--- config.mk ---
export PLATFORM = sky130hd
export DESIGN_NAME = out_port_display_buffer_flat
export DESIGN_NICKNAME = d
export VERILOG_FILES = /design/src/rtl/out_port_display_buffer_if.sv /design/src/rtl/out_port_display_buffer.sv /design/src/flat_wrapper.sv
export SDC_FILE = /design/constraint.sdc
export NUM_CORES = 1
export LEC_CHECK = 0
export ABC_CLOCK_PERIOD_IN_PS = 4500
export BUFFER_PORTS_ARGS = -buffer_cell sky130_fd_sc_hd__buf_4
export CAP_MARGIN = 20
export CORE_ASPECT_RATIO = 0.75
export CORE_MARGIN = 5
export CORE_UTILIZATION = 55
export CTS_CLUSTER_SIZE = 16
export DETAILED_ROUTE_END_ITERATION = 16
export PLACE_DENSITY = 0.72
export SETUP_SLACK_MARGIN = 0.15
export SLEW_MARGIN = 20
export SYNTH_ARGS = -nofsm -noshare
export SYNTH_HDL_FRONTEND = slang
export SYNTH_SLANG_ARGS = --single-unit
--- constraint.sdc ---
create_clock -name CLK -period 4.5 [get_ports CLK]
set_clock_uncertainty 0.15 [all_clocks]
set_input_delay 0.45 -clock CLK [delete_from_list [all_inputs] [get_ports CLK]]
set_output_delay 0.45 -clock CLK [all_outputs]
set_load 0.1 [all_outputs]
--- src/rtl/out_port_display_buffer_if.sv ---
// Write-side handshake between the CPU output port and the display buffer.
// A byte transfers on a rising clock edge where wr_valid and wr_ready are both high.
interface out_port_display_buffer_if #(
   parameter int unsigned W = 8
);

   logic         wr_valid;
   logic         wr_ready;
   logic [W-1:0] wr_data;

   // CPU output port side: offers bytes, observes back-pressure
   modport master (
      output wr_valid,
      output wr_data,
      input  wr_ready
   );

   // Display buffer side: accepts bytes, raises back-pressure
   modport slave (
      input  wr_valid,
      input  wr_data,
      output wr_ready
   );

endinterface

--- src/rtl/out_port_display_buffer.sv ---
// out_port_display_buffer
//  Queues bytes written by the CPU output port in a DEPTH-entry FIFO. It presents
//  them one at a time on disp_byte, which feeds the seven-segment decoder input.
//  Each popped byte stays on the display for at least DWELL clocks.
//  The writer is back-pressured through wr_ready, which is decoded from the
//  registered queue count, so there is no combinational path from wr_valid.
//  Optional feature macro: DISP_SKIP_EN. When it is defined, the module gets a
//  'skip' input that ends the current dwell early while a byte is showing.
module out_port_display_buffer #(
   parameter int unsigned DEPTH = 4,
   parameter int unsigned DWELL = 25_000_000,
   parameter int unsigned W     = 8
) (
   input  logic                         CLK,
   input  logic                         RST,
   out_port_display_buffer_if.slave     wr,
`ifdef DISP_SKIP_EN
   input  logic                         skip,
`endif
   output logic [W-1:0]                 disp_byte,
   output logic                         disp_new,
   output logic [$clog2(DEPTH+1)-1:0]   fifo_count
);

   localparam int unsigned CW = $clog2(DEPTH + 1);
   localparam int unsigned PW = $clog2(DEPTH);
   localparam int unsigned TW = $clog2(DWELL + 1);

   typedef enum logic {
      IDLE = 1'b0,
      SHOW = 1'b1
   } state_e;

   state_e          state_q;
   logic [TW-1:0]   timer_q;
   logic [PW-1:0]   wr_ptr_q;
   logic [PW-1:0]   rd_ptr_q;
   logic [CW-1:0]   count_q;
   logic [CW-1:0]   count_d;
   logic            ready_q;
   logic [W-1:0]    disp_q;
   logic            disp_new_q;
   logic [W-1:0]    mem_q [DEPTH];

   logic            push;
   logic            pop;
   logic            expire;
   logic            skip_req;

   // Early-expiry request; tied low when the skip feature is not built
`ifdef DISP_SKIP_EN
   assign skip_req = skip;
`else
   assign skip_req = 1'b0;
`endif

   // Handshake, dwell expiry, pop decision and next queue count
   always_comb begin
      push    = wr.wr_valid & ready_q;
      expire  = (state_q == SHOW) && ((timer_q == '0) || skip_req);
      pop     = (count_q != '0) && ((state_q == IDLE) || expire);
      count_d = count_q;
      if (push && !pop) begin
         count_d = count_q + CW'(1);
      end else if (pop && !push) begin
         count_d = count_q - CW'(1);
      end
   end

   // FIFO storage; contents need no reset because the count gates every read
   always_ff @(posedge CLK) begin
      if (push) begin
         mem_q[wr_ptr_q] <= wr.wr_data;
      end
   end

   // Dwell FSM, pointers, count and registered outputs
   always_ff @(posedge CLK or posedge RST) begin
      if (RST) begin
         state_q    <= IDLE;
         timer_q    <= '0;
         wr_ptr_q   <= '0;
         rd_ptr_q   <= '0;
         count_q    <= '0;
         ready_q    <= 1'b1;
         disp_q     <= '0;
         disp_new_q <= 1'b0;
      end else begin
         if (push) begin
            wr_ptr_q <= wr_ptr_q + PW'(1);
         end

         case (state_q)
            IDLE: begin
               if (pop) begin
                  rd_ptr_q <= rd_ptr_q + PW'(1);
                  disp_q   <= mem_q[rd_ptr_q];
                  timer_q  <= TW'(DWELL - 1);
                  state_q  <= SHOW;
               end
            end
            SHOW: begin
               if (pop) begin
                  // Dwell over with more queued: next byte goes straight up
                  rd_ptr_q <= rd_ptr_q + PW'(1);
                  disp_q   <= mem_q[rd_ptr_q];
                  timer_q  <= TW'(DWELL - 1);
               end else if (expire) begin
                  // Dwell over and nothing queued: last byte stays lit
                  timer_q  <= '0;
                  state_q  <= IDLE;
               end else begin
                  timer_q  <= timer_q - TW'(1);
               end
            end
            default: begin
               state_q <= IDLE;
               timer_q <= '0;
            end
         endcase

         count_q    <= count_d;
         ready_q    <= (count_d < CW'(DEPTH));
         disp_new_q <= pop;
      end
   end

   assign wr.wr_ready  = ready_q;
   assign disp_byte    = disp_q;
   assign disp_new     = disp_new_q;
   assign fifo_count   = count_q;

endmodule

--- src/flat_wrapper.sv ---
// flat-port wrapper written by rule: the top's interface ports become plain ports
module out_port_display_buffer_flat 
#(
   parameter int unsigned DEPTH = 4,
   parameter int unsigned DWELL = 25_000_000,
   parameter int unsigned W     = 8
)
  (CLK, RST, disp_byte, disp_new, fifo_count, wr_wr_valid, wr_wr_data, wr_wr_ready);
  out_port_display_buffer_if #(.W(W)) wr_i ();
  input  logic CLK;
  input  logic RST;
  output logic [W-1:0] disp_byte;
  output logic disp_new;
  output logic [$clog2(DEPTH+1)-1:0] fifo_count;
  input wire logic [$bits(wr_i.wr_valid)-1:0] wr_wr_valid;
  input wire logic [$bits(wr_i.wr_data)-1:0] wr_wr_data;
  output wire logic [$bits(wr_i.wr_ready)-1:0] wr_wr_ready;
  assign wr_i.wr_valid = wr_wr_valid;
  assign wr_i.wr_data = wr_wr_data;
  assign wr_wr_ready = wr_i.wr_ready;
  out_port_display_buffer #(.DEPTH(DEPTH), .DWELL(DWELL), .W(W)) u_core (.CLK(CLK), .RST(RST), .wr(wr_i), .disp_byte(disp_byte), .disp_new(disp_new), .fifo_count(fifo_count));
endmodule
==> results of run 1 <==
-- per-stage QoR --
step / cell area, um^2 / cells / util, % / hold WS [ns] / power [mW]
2_1_floorplan: 3580 / 294 / - / 0.304 / 1.78
3_5_place_dp: 3780 / 385 / 59.9 / 0.331 / 1.99
5_1_grt: 4030 / 401 / 63.8 / 0.129 / 2.74
6_report: 4030 / 401 / 63.8 / 0.154 / 2.58
3_3_place_gp: 3780 / 385 / 59.9 / 0.339 / 1.97
4_1_cts: 4030 / 401 / 63.7 / 0.137 / 2.61
-- state kept, by name, summed over array words and instances, names as in the netlist --
signal / flops
u_core.disp_byte: 8
u_core.state_q: 1
u_core.timer_q: 25
u_core.disp_new: 1
u_core.wr.wr_ready: 1
u_core.rd_ptr_q: 2
u_core.wr_ptr_q: 2
u_core.mem_q: 32
u_core.fifo_count: 3
-- layer usage --
metal	share of wire [%]	wire length (um)	global-route usage, %	up-vias
li1	-	-	-	1123
met1	49	3280	27.3	1106
met2	45	3020	26.4	55
met3	5.6	375	5.76	10
met4	0.83	56	4.40	0
met5	0	0	0	-
-- Yosys cell counts, types with 2 or more instances --
cell type	number
a211oi_1	7
a21o_1	2
a21oi_1	13
a22oi_1	2
a2bb2oi_1	9
a31oi_1	7
and3_1	5
buf_1	2
buf_2	4
buf_6	2
clkbuf_1	5
dfrtp_1	42
edfxtp_1	32
ha_1	11
inv_1	19
mux2_4	7
mux4_2	8
nand2_1	27
nand2b_1	3
nand3_1	14
nand3b_1	3
nor2_1	17
nor3_1	6
nor3b_1	2
nor4_1	3
nor4b_4	2
o21ai_0	14
xnor2_1	5
-- worst max-delay path: cells and delay by family, from the launching register on --
| family | cells | cell delay [ns] |
|---|---|---|
| AND/OR/NAND/NOR | 5 | 1.51 |
| flip-flops | 1 | 0.40 |
| AO/OA/AOI/OAI | 2 | 0.43 |
| buffers and inverters | 2 | 0.21 |
| XOR/XNOR | 1 | 0.18 |
| adder cells (fa/ha/maj) | 1 | 0.20 |
-- layout make-up --
type / count / share of cell area, %
clock buffer: 9 / 3.07
clock inverter: 7 / 2.89
inverter: 19 / 1.77
multi-input combinational: 187 / 34.9
sequential: 75 / 50.5
tap: 81 / 2.51
timing repair buffer: 23 / 4.28
-- cell families (layout without fill, tap and decap cells) --
family                     count (synthesis)  count (layout)
AOI/OAI and AO/OA                         60              60
DFF                                       75              75
muxes                                     16              16
buffers and inverters                     32              58
adders and majority gates                 11              11
and+or+nand+nor                           95              95
xor gates and xnor gates                   5               5
-- worst paths after layout --
kind,cells after the start,startpoint,slack (ns),endpoint
hold reg to reg,1,u_core.timer_q[23],0.36,u_core.timer_q[23]
hold / removal,2,RST,0.15,u_core.timer_q[18]
min in group CLK,1,wr_wr_data[0],0.15,u_core.mem_q[0][0]
max in group asynchronous,2,RST,3.47,u_core.timer_q[11]
setup reg to reg,11,u_core.timer_q[12],1.34,u_core.wr.wr_ready
setup / recovery,11,u_core.timer_q[12],1.34,u_core.wr.wr_ready
-- power groups by stage --
stage / sequential, mW / combinational (mW) / clock [mW]
2_1_floorplan: 1.36 / 0.418 / 0
3_3_place_gp: 1.09 / 0.873 / 0
3_5_place_dp: 1.10 / 0.890 / 0
4_1_cts: 1.09 / 0.892 / 0.629
5_1_grt: 1.12 / 0.954 / 0.664
6_report: 1.09 / 0.885 / 0.614
==> results.py, run 1 <==
metrics = {
    "synth": {
        "synth_top_area_share_pct": 29.4,
        "ys_ff_latch": 75,
        "yosys.area.top_type": "dfrtp_1",
        "synth_seq_area_share_pct": 56.9,
        "synth_fp_nets": 316,
        "yosys-top-cells-area": "dfrtp_1, edfxtp_1, mux4_2, ha_1, mux2_4",
        "synth-main-ff-cell": "dfrtp_1",
        "synth_xor_area_share_pct": 1.22,
        "synthMuxAreaShare_pct": 8.28,
        "synth-edff-count": 32,
        "syn-cell-area_um2": 3580,
        "synth_cell_type_count": 49,
        "synth_top_family_by_area": "simple AND/OR/NAND/NOR gates",
        "netlist_instances": 294,
        "synthSimpleGateAreaFrac_pct": 14.8,
        "synth_fa_ha_area_share_pct": 3.84,
        "async_flop_share_pct": 57.3,
        "synth_compound_area_share_pct": 11.0,
        "yosysWarnings": 0,
        "syn_avg_cell_area_um2": 12.2,
    },
    "setup_path": {
        "cp_common_cell": "inv_1",
        "critPathCaptureType": "register",
        "critical_path.max_stage_delay_ns": 0.67,
        "worstPathMaxFanout": 13,
        "arrival_ns": 3.29,
        "cp_cell_sequence": "nor3_2 > nor4b_4 > a21bo_1 > nand2_2 > inv_1 > ha_1 > nand2_1 > nor2_1 > a21oi_1 > xnor2_1 > inv_1",
        "required_ns": 4.63,
        "path_class": "reg -> reg",
        "start_kind": "register",
        "crit_path_top_delay_cell": "nor4b_4",
    },
    "routing": {
        "detail_route.vias_per_cell": 5.72,
        "finalWirelength_um": 6730,
        "drcViolationCount": 0,
        "drt_iter0_drc": 135,
        "drtAntennaViolNets": 0,
        "wl_per_cell_um": 16.8,
        "first_pass_iters": 4,
        "vias": 2294,
    },
    "grt": {
        "grt_pass1_vias": 2299,
        "grt_pass1_wl_um": 11400,
        "grt_overflow": 0,
        "grt_start_max_net_pins": 44,
        "antenna_found_initial": 0,
        "grt_usage_pct": 18.4,
    },
    "placed_design": {
        "detailedPlace.worstSlack_ns": 1.40,
        "gp_congestion": 0.757,
        "io_buffers": 23,
        "dpl.hpwl_um": 4420,
    },
    "final_layout": {
        "fillerInstances": 491,
        "n_antenna_cell": 0,
        "final_net_count": 337,
        "multi_input_area_um2": 1410,
        "mostFrequentLayoutCells": "dfrtp_1, edfxtp_1, nand2_1",
        "layout_commonest_cell": "dfrtp_1",
        "regArea_um2": 2040,
        "synthToLayoutAreaGrowth_pct": 12.7,
        "layout-drive-gt1-share_pct": 20.0,
    },
    "clock_network": {
        "clock_tree.root_cell": "clkbuf_8",
        "htree_levels": 3,
        "numCtsBuffers": 9,
        "cts_hold_buf": 0,
        "cts_buffer_depth": 2,
        "numClockSinks": 75,
        "cts_tree": "built",
        "clk_latency_ns": 0.35,
        "path_clk_slew_ns": 0.07,
        "cts_resized": 0,
        "cts_setup_buffers": 0,
    },
    "die": {
        "num_io_pins": 24,
        "rows": 25,
        "start_util_pct": 56.7,
        "die_height_um": 79.9,
        "dieArea_um2": 8240,
        "core_area_um2": 6320,
        "chipWidth_um": 103,
    },
    "timing": {
        "max_freq_mhz": 316,
        "post-route-period-util_pct": 70.3,
        "fin_crit_ns": 3.16,
        "hold_violations": 0,
        "fin_tns_setup_ns": 0,
        "setup_violations": 0,
        "maxSlewViolCount": 0,
        "slew_headroom_pct": 38.2,
        "grt_setup_unrepaired": "no",
        "worst_pin_slew_ns": 0.924,
        "worst_slack_ns": 1.34,
    },
    "power": {
        "combPwrFrac_pct": 34.2,
        "switchingPower_mw": 1.01,
        "ir_drop_uv": 622,
        "clock_power_share_pct": 23.8,
        "swShare_pct": 39.1,
        "p_leak_nw": 1.75,
        "power-per-cell-area_nw_per_um2": 641,
        "internal-power_mw": 1.57,
        "seq_power_share_pct": 42.0,
    },
    "status": {
        "run_status": "finished clean",
    },
    "min_path": {
        "min_path_type": "in -> async",
    },
    "flow_run": {
        "cap_violations": 0,
    },
}
Power figures use the tool's default switching activity.
==> run 2: changes to the inputs <==
--- a/config.mk
+++ b/config.mk
@@ -5,7 +5,8 @@
 export SDC_FILE = /design/constraint.sdc
 export NUM_CORES = 1
 export LEC_CHECK = 0
-export ABC_CLOCK_PERIOD_IN_PS = 4500
+export ABC_AREA = 1
+export ABC_CLOCK_PERIOD_IN_PS = 3150
 export BUFFER_PORTS_ARGS = -buffer_cell sky130_fd_sc_hd__buf_4
 export CAP_MARGIN = 20
 export CORE_ASPECT_RATIO = 0.75
@@ -13,7 +14,7 @@
 export CORE_UTILIZATION = 55
 export CTS_CLUSTER_SIZE = 16
 export DETAILED_ROUTE_END_ITERATION = 16
-export PLACE_DENSITY = 0.72
+export PLACE_DENSITY = 0.71
 export SETUP_SLACK_MARGIN = 0.15
 export SLEW_MARGIN = 20
 export SYNTH_ARGS = -nofsm -noshare
==> constraint.sdc (replaced) <==
create_clock -name CLK -period 3.15 [get_ports CLK]
set_clock_uncertainty 0.15 [all_clocks]
set_input_delay 0.315 -clock CLK [delete_from_list [all_inputs] [get_ports CLK]]
set_output_delay 0.315 -clock CLK [all_outputs]
set_load 0.1 [all_outputs]
==> run 2 against run 1 <==
Effect of this change: register-to-register slack lost 0.69 ns; final cell count grew 30%; count of clock-buffer cells in the layout is the same; highest routed layer unchanged; wire length grew 14%; largest cell class unchanged; clock power grew 43%; synthesized cell count grew 40%; hold slack lost 0.14 ns; worst setup slack lost 0.69 ns; flip-flop and latch count is the same; sequential power grew 53%.
==> results.py, run 2 <==
metrics = {
    "setup_path": {
        "cp_cell_sequence": "inv_1 > ha_1 > nand3_1 > nor2_1 > nand3_2 > nand2_4 > nand2_4 > inv_2 > ha_1 > nand3_1 > nand2_1 > xor2_1 > inv_1",
        "worstPathMaxFanout": 27,
        "path_delay_family": "simple AND/OR/NAND/NOR gates",
        "rr_startpoint": "u_core.timer_q[0]",
        "crit_path_top_delay_cell": "dfrtp_1",
        "cp.depth": 13,
        "start_kind": "register",
        "required_ns": 3.28,
        "reg2reg_slack_ns": 0.65,
        "arrival_ns": 2.63,
        "cp-startpoint": "u_core.timer_q[0]",
        "crit_end": "u_core.wr.wr_ready",
        "path_class": "reg -> reg",
        "path_buf_inv": 3,
        "critical_path.max_stage_delay_ns": 0.41,
        "critPathCaptureType": "register",
        "rr_endpoint": "u_core.wr.wr_ready",
        "r2r_cells": 13,
    },
    "synth": {
        "syn_avg_cell_area_um2": 8.96,
        "synth-main-ff-cell": "dfrtp_1",
        "yosys.area.top_type": "dfrtp_1",
        "async_flop_share_pct": 57.3,
        "synth_cell_type_count": 30,
        "synth.most_common_cell": "nand2_1",
        "synth-edff-count": 32,
        "synth_top_area_share_pct": 28.6,
        "yosysWarnings": 0,
        "yosys-top-cells-area": "dfrtp_1, edfxtp_1, nand2_1, nor2_1, nand3_1",
        "syn-cell-area_um2": 3680,
        "yosys-top-cells-count": "nand2_1, nor2_1, dfrtp_1, inv_1, nand3_1",
        "netlist_instances": 411,
        "synth_seq_area_share_pct": 55.4,
        "ys_ff_latch": 75,
        "synth_fp_nets": 433,
    },
    "final_layout": {
        "layout-drive-gt1-share_pct": 12.7,
        "mostFrequentLayoutCells": "nand2_1, nor2_1, dfrtp_1",
        "n_antenna_cell": 0,
        "largest_reg_flops": 32,
        "synthToLayoutAreaGrowth_pct": 13.0,
        "final_net_count": 458,
        "final_core_util_pct": 64.9,
        "layout_commonest_cell": "nand2_1",
        "final_area_um2": 4160,
        "largest_register": "u_core.mem_q",
        "fillerInstances": 516,
    },
    "grt": {
        "antenna_found_initial": 0,
        "grt_overflow": 0,
        "grt_start_max_net_pins": 44,
        "grt_pass1_vias": 2617,
        "grt_usage_pct": 19.6,
        "grt_pass1_wl_um": 12900,
    },
    "power": {
        "power-per-cell-area_nw_per_um2": 1020,
        "p_leak_nw": 1.87,
        "ir_drop_uv": 945,
        "p_total_mw": 4.25,
    },
    "clock_network": {
        "htree_levels": 3,
        "clk_latency_ns": 0.34,
        "clock_tree.root_cell": "clkbuf_8",
        "cts_resized": 0,
        "cts_buffer_depth": 2,
        "cts_tree": "built",
        "numCtsBuffers": 9,
        "numClockSinks": 75,
        "path_clk_slew_ns": 0.08,
    },
    "placed_design": {
        "dpl.hpwl_um": 5320,
        "placed_cell_area_um2": 3900,
        "io_buffers": 23,
        "gp_congestion": 0.868,
    },
    "die": {
        "start_util_pct": 57.4,
        "core_area_um2": 6410,
        "dieArea_um2": 8450,
        "num_io_pins": 24,
        "chipWidth_um": 104,
        "rows": 25,
        "die_height_um": 80.9,
    },
    "min_path": {
        "min_path_type": "in -> async",
    },
    "timing": {
        "fin_crit_ns": 2.50,
        "hold_violations": 0,
        "post-route-period-util_pct": 79.5,
        "maxSlewViolCount": 0,
        "fin_tns_setup_ns": 0,
        "worst_pin_slew_ns": 0.901,
        "setup_violations": 0,
        "slew_headroom_pct": 39.8,
        "grt_setup_unrepaired": "no",
        "max_freq_mhz": 399,
        "holdWs_ns": 0.0193,
    },
    "routing": {
        "first_pass_iters": 5,
        "drtAntennaViolNets": 0,
        "finalWirelength_um": 7650,
        "detail_route.vias_per_cell": 5.40,
        "drt_iter0_drc": 212,
        "wl_per_cell_um": 14.7,
        "drcViolationCount": 0,
        "vias": 2821,
    },
    "flow_run": {
        "cap_violations": 0,
    },
    "status": {
        "run_status": "finished clean",
    },
}
## run 2: changes by cell type after synthesis, moves of 6 or more
| cell | previous run | this run |
|---|---|---|
| o32ai_1 | 0 | 8 |
| a2bb2oi_1 | 9 | 0 |
| nor3_1 | 6 | 0 |
| nand3_1 | 14 | 36 |
| nor2_2 | 0 | 7 |
| a211oi_1 | 7 | 0 |
| a21oi_1 | 13 | 1 |
| mux2_4 | 7 | 0 |
| nor2_1 | 17 | 71 |
| xor2_1 | 0 | 10 |
| inv_1 | 19 | 42 |
| nand2_1 | 27 | 92 |
| a31oi_1 | 7 | 0 |
| mux4_2 | 8 | 0 |
## run 2: cells by family (layout without fill, tap and decap cells)
group	Yosys count	in the layout	share of synthesized area [%]
AO/OA/AOI/OAI	39	39	6.76
XOR/XNOR	13	13	3.09
adder cells (fa/ha/maj)	11	11	3.74
buffers and inverters	58	88	6.39
flip-flops	75	75	55.4
AND/OR/NAND/NOR	215	215	24.6
## run 2: layer usage
layer	vias to the layer above	global-route usage [%]	wire length, um
li1	1379	-	-
met1	1343	29.3	3890
met2	91	28.3	3220
met3	8	6.04	464
met4	0	4.27	70
met5	-	0	0
## run 2: area by class of cell
| class | instances | area [um^2] | area share, % |
|---|---|---|---|
| Timing Repair Buffer | 26 | 200 | 4.81 |
| Tap cell | 81 | 101 | 2.44 |
| Clock buffer | 9 | 124 | 2.98 |
| Multi-Input combinational cell | 278 | 1410 | 33.8 |
| Clock inverter | 7 | 116 | 2.80 |
| Inverter | 46 | 173 | 4.15 |
| Sequential cell | 75 | 2040 | 49.0 |
## run 2: worst register-to-register path: stages (launching register included)
cell	delay (ns)
dfrtp_1	0.41
inv_1	0.11
ha_1	0.15
nand3_1	0.11
nor2_1	0.14
nand3_2	0.12
nand2_4	0.18
nand2_4	0.22
inv_2	0.25
ha_1	0.22
nand3_1	0.08
nand2_1	0.07
xor2_1	0.17
inv_1	0.06
## run 2: per-stage QoR
step | std cells | setup slack, ns
floorplan | 411 | 0.553
global placement | 504 | 0.751
detailed placement | 504 | 0.697
CTS | 520 | 0.672
global route | 522 | 0.451
finish | 522 | 0.646
## run 2: how the worst min path moves through the flow
stage	slack, ns	to	cells after the start	startpoint
6_report	0.02	u_core.state_q	2	RST
5_1_grt	0.008	u_core.mem_q[0][4]	1	wr_wr_data[4]
4_1_cts	0.009	u_core.mem_q[3][1]	1	wr_wr_data[1]
3_5_place_dp	0.33	u_core.disp_byte[2]	2	u_core.disp_byte[2]
3_3_place_gp	0.34	u_core.disp_byte[2]	2	u_core.disp_byte[2]
2_1_floorplan	0.26	u_core.mem_q[0][0]	0	wr_wr_data[0]
## run 2: report_power, final
group | internal, mW | switching, mW | total (mW)
Sequential | 1.34 | 0.323 | 1.67
Clock | 0.524 | 0.356 | 0.881
Combinational | 0.500 | 1.20 | 1.70
Total | 2.37 | 1.88 | 4.25
## run 2: what timing repair did
item / in CTS / in global routing
hold buffers: 0 / 2
endpoints found under the hold margin: 0 / 7
setup buffers: 0 / 0
endpoints found under the setup margin: 0 / 0
==> run 3: changes to the inputs <==
--- a/config.mk
+++ b/config.mk
@@ -6,7 +6,7 @@
 export NUM_CORES = 1
 export LEC_CHECK = 0
 export ABC_AREA = 1
-export ABC_CLOCK_PERIOD_IN_PS = 3150
+export ABC_CLOCK_PERIOD_IN_PS = 2500
 export BUFFER_PORTS_ARGS = -buffer_cell sky130_fd_sc_hd__buf_4
 export CAP_MARGIN = 20
 export CORE_ASPECT_RATIO = 0.75
==> constraint.sdc (replaced) <==
create_clock -name CLK -period 2.5 [get_ports CLK]
set_clock_uncertainty 0.15 [all_clocks]
set_input_delay 0.25 -clock CLK [delete_from_list [all_inputs] [get_ports CLK]]
set_output_delay 0.25 -clock CLK [all_outputs]
set_load 0.1 [all_outputs]
==> run 3 against run 2 <==
Effect of this change: total power rose by 24%; worst setup slack got worse by 0.29 ns; non-clock buffer count is 15 higher; first-iteration DRC count is 1.4% higher; hold slack gained 0.17 ns; clock power is 7.2% higher; critical endpoint unchanged.
==> results.py, run 3 (same netlist as run 2, synthesis figures left out) <==
metrics = {
    "flow_run": {
        "cap_violations": 0,
    },
    "timing": {
        "setup_violations": 0,
        "hold_violations": 0,
        "slew_headroom_pct": 54.6,
        "fin_crit_ns": 2.15,
        "worst_pin_slew_ns": 0.677,
        "maxSlewViolCount": 0,
        "max_freq_mhz": 466,
        "post-route-period-util_pct": 85.8,
        "fin_tns_setup_ns": 0,
        "grt_setup_unrepaired": "no",
    },
    "die": {
        "chipWidth_um": 104,
        "core_area_um2": 6410,
        "start_util_pct": 57.4,
        "rows": 25,
        "die_height_um": 80.9,
        "num_io_pins": 24,
        "dieArea_um2": 8450,
    },
    "clock_network": {
        "path_clk_slew_ns": 0.08,
        "htree_levels": 3,
        "cts_tree": "built",
        "clk_latency_ns": 0.35,
        "cts_setup_buffers": 0,
        "cts_buffer_depth": 2,
        "numCtsBuffers": 9,
        "clock_tree.root_cell": "clkbuf_8",
        "numClockSinks": 75,
    },
    "routing": {
        "top_layer": "met4",
        "met2WireLength_um": 3580,
        "detail_route.vias_per_cell": 5.42,
        "wl_per_cell_um": 15.0,
        "drcViolationCount": 0,
        "vias": 2909,
        "drtAntennaViolNets": 0,
        "wl_met3_um": 443,
        "wl_met1_um": 3950,
        "first_pass_iters": 5,
        "drt_iter0_drc": 215,
        "finalWirelength_um": 8080,
    },
    "power": {
        "internal-power_mw": 2.84,
        "ir_drop_uv": 743,
        "seq_power_share_pct": 39.1,
        "combPwrFrac_pct": 43.0,
        "clock_power_share_pct": 18.0,
        "switchingPower_mw": 2.42,
        "swShare_pct": 46.1,
        "p_leak_nw": 1.90,
        "power-per-cell-area_nw_per_um2": 1230,
    },
    "final_layout": {
        "largest_reg_flops": 32,
        "final_net_count": 473,
        "n_antenna_cell": 0,
        "synthToLayoutAreaGrowth_pct": 16.6,
        "final_area_um2": 4290,
        "layout-drive-gt1-share_pct": 15.1,
        "mostFrequentLayoutCells": "nand2_1, nor2_1, inv_1",
        "largest_register": "u_core.mem_q",
        "layout_commonest_cell": "nand2_1",
    },
    "setup_path": {
        "cp_cell_sequence": "inv_1 > ha_1 > nand3_1 > nor2_2 > nand3_4 > nand2_8 > nand2_4 > ha_1 > inv_1 > nand3_1 > nand2_1 > xor2_2 > inv_1",
        "start_kind": "register",
        "crit_path_top_delay_cell": "dfrtp_1",
        "path_buf_inv": 3,
        "critPathCaptureType": "register",
        "worstPathMaxFanout": 13,
        "cp_common_cell": "inv_1",
        "critical_path.max_stage_delay_ns": 0.41,
        "arrival_ns": 2.28,
        "required_ns": 2.64,
        "path_delay_family": "simple AND/OR/NAND/NOR gates",
        "path_class": "reg -> reg",
    },
    "placed_design": {
        "placed_cell_area_um2": 3960,
        "gp_congestion": 0.955,
        "io_buffers": 23,
        "dpl.hpwl_um": 5400,
    },
    "grt": {
        "grt_usage_pct": 20.6,
        "antenna_found_initial": 0,
        "grt_start_max_net_pins": 26,
        "grt_pass1_vias": 2812,
        "grt_overflow": 0,
        "grt_pass1_wl_um": 13700,
    },
    "status": {
        "run_status": "finished clean",
    },
    "min_path": {
        "min_path_type": "in -> reg",
    },
}
-- run 3: tightest hold or removal path: cells and delay by family --
family	cells	cell delay, ns
xor gates and xnor gates	1	0.10
buffers and inverters	1	0.11
and+or+nand+nor	1	0.19
-- run 3: power groups by stage --
| stage | sequential, mW | clock [mW] | combinational, mW |
|---|---|---|---|
| 2_1_floorplan | 2.63 | 0 | 1.12 |
| 3_3_place_gp | 2.06 | 0 | 2.19 |
| 3_5_place_dp | 2.07 | 0 | 2.22 |
| 4_1_cts | 2.05 | 0.964 | 2.25 |
| 5_1_grt | 2.11 | 1.02 | 2.49 |
| 6_report | 2.06 | 0.944 | 2.26 |
-- run 3: cell type report --
cell class / instances / area, um^2
Clock inverter: 7 / 77.6
Timing Repair Buffer: 41 / 330
Clock buffer: 9 / 124
Sequential cell: 75 / 2040
Multi-Input combinational cell: 278 / 1440
Fill cell: 516 / 2120
Inverter: 46 / 173
Tap cell: 81 / 101
-- run 3: layer usage --
layer | vias up | GRT usage [%]
li1 | 1421 | -
met1 | 1390 | 29.3
met2 | 87 | 31.7
met3 | 11 | 4.69
met4 | 0 | 6.73
met5 | - | 0
-- run 3: per-stage QoR --
stage	util (%)	worst slack, ns	hold slack [ns]	power, mW	instances
after global routing	66.9	0.163	0.220	5.61	537
after global placement	61.8	0.407	0.152	4.25	512
final	66.9	0.355	0.188	5.26	537
after detailed placement	61.8	0.307	0.158	4.29	512
after CTS	66.3	0.284	0.185	5.26	537
after floorplan	-	0.203	0.199	3.76	411
-- run 3: path summary, 6_finish.rpt --
check                                    start             endpoint  slack, ns  cells past startpoint
max                          u_core.timer_q[0]   u_core.wr.wr_ready       0.35                     13
min                                wr_wr_valid   u_core.wr_ptr_q[0]       0.19                      3
max in group asynchronous                  RST  u_core.disp_byte[1]       1.14                      4
min reg2reg                u_core.disp_byte[3]  u_core.disp_byte[3]       0.33                      2
max reg2reg                  u_core.timer_q[0]   u_core.wr.wr_ready       0.35                     13
min in group asynchronous                  RST    u_core.timer_q[8]       0.32                      3
-- run 3: repair_timing --
item                                   CTS  global route
setup endpoints to repair                0             2
resized for setup                        0             7
hold buffers                             9             0
endpoints found under the hold margin   49             0
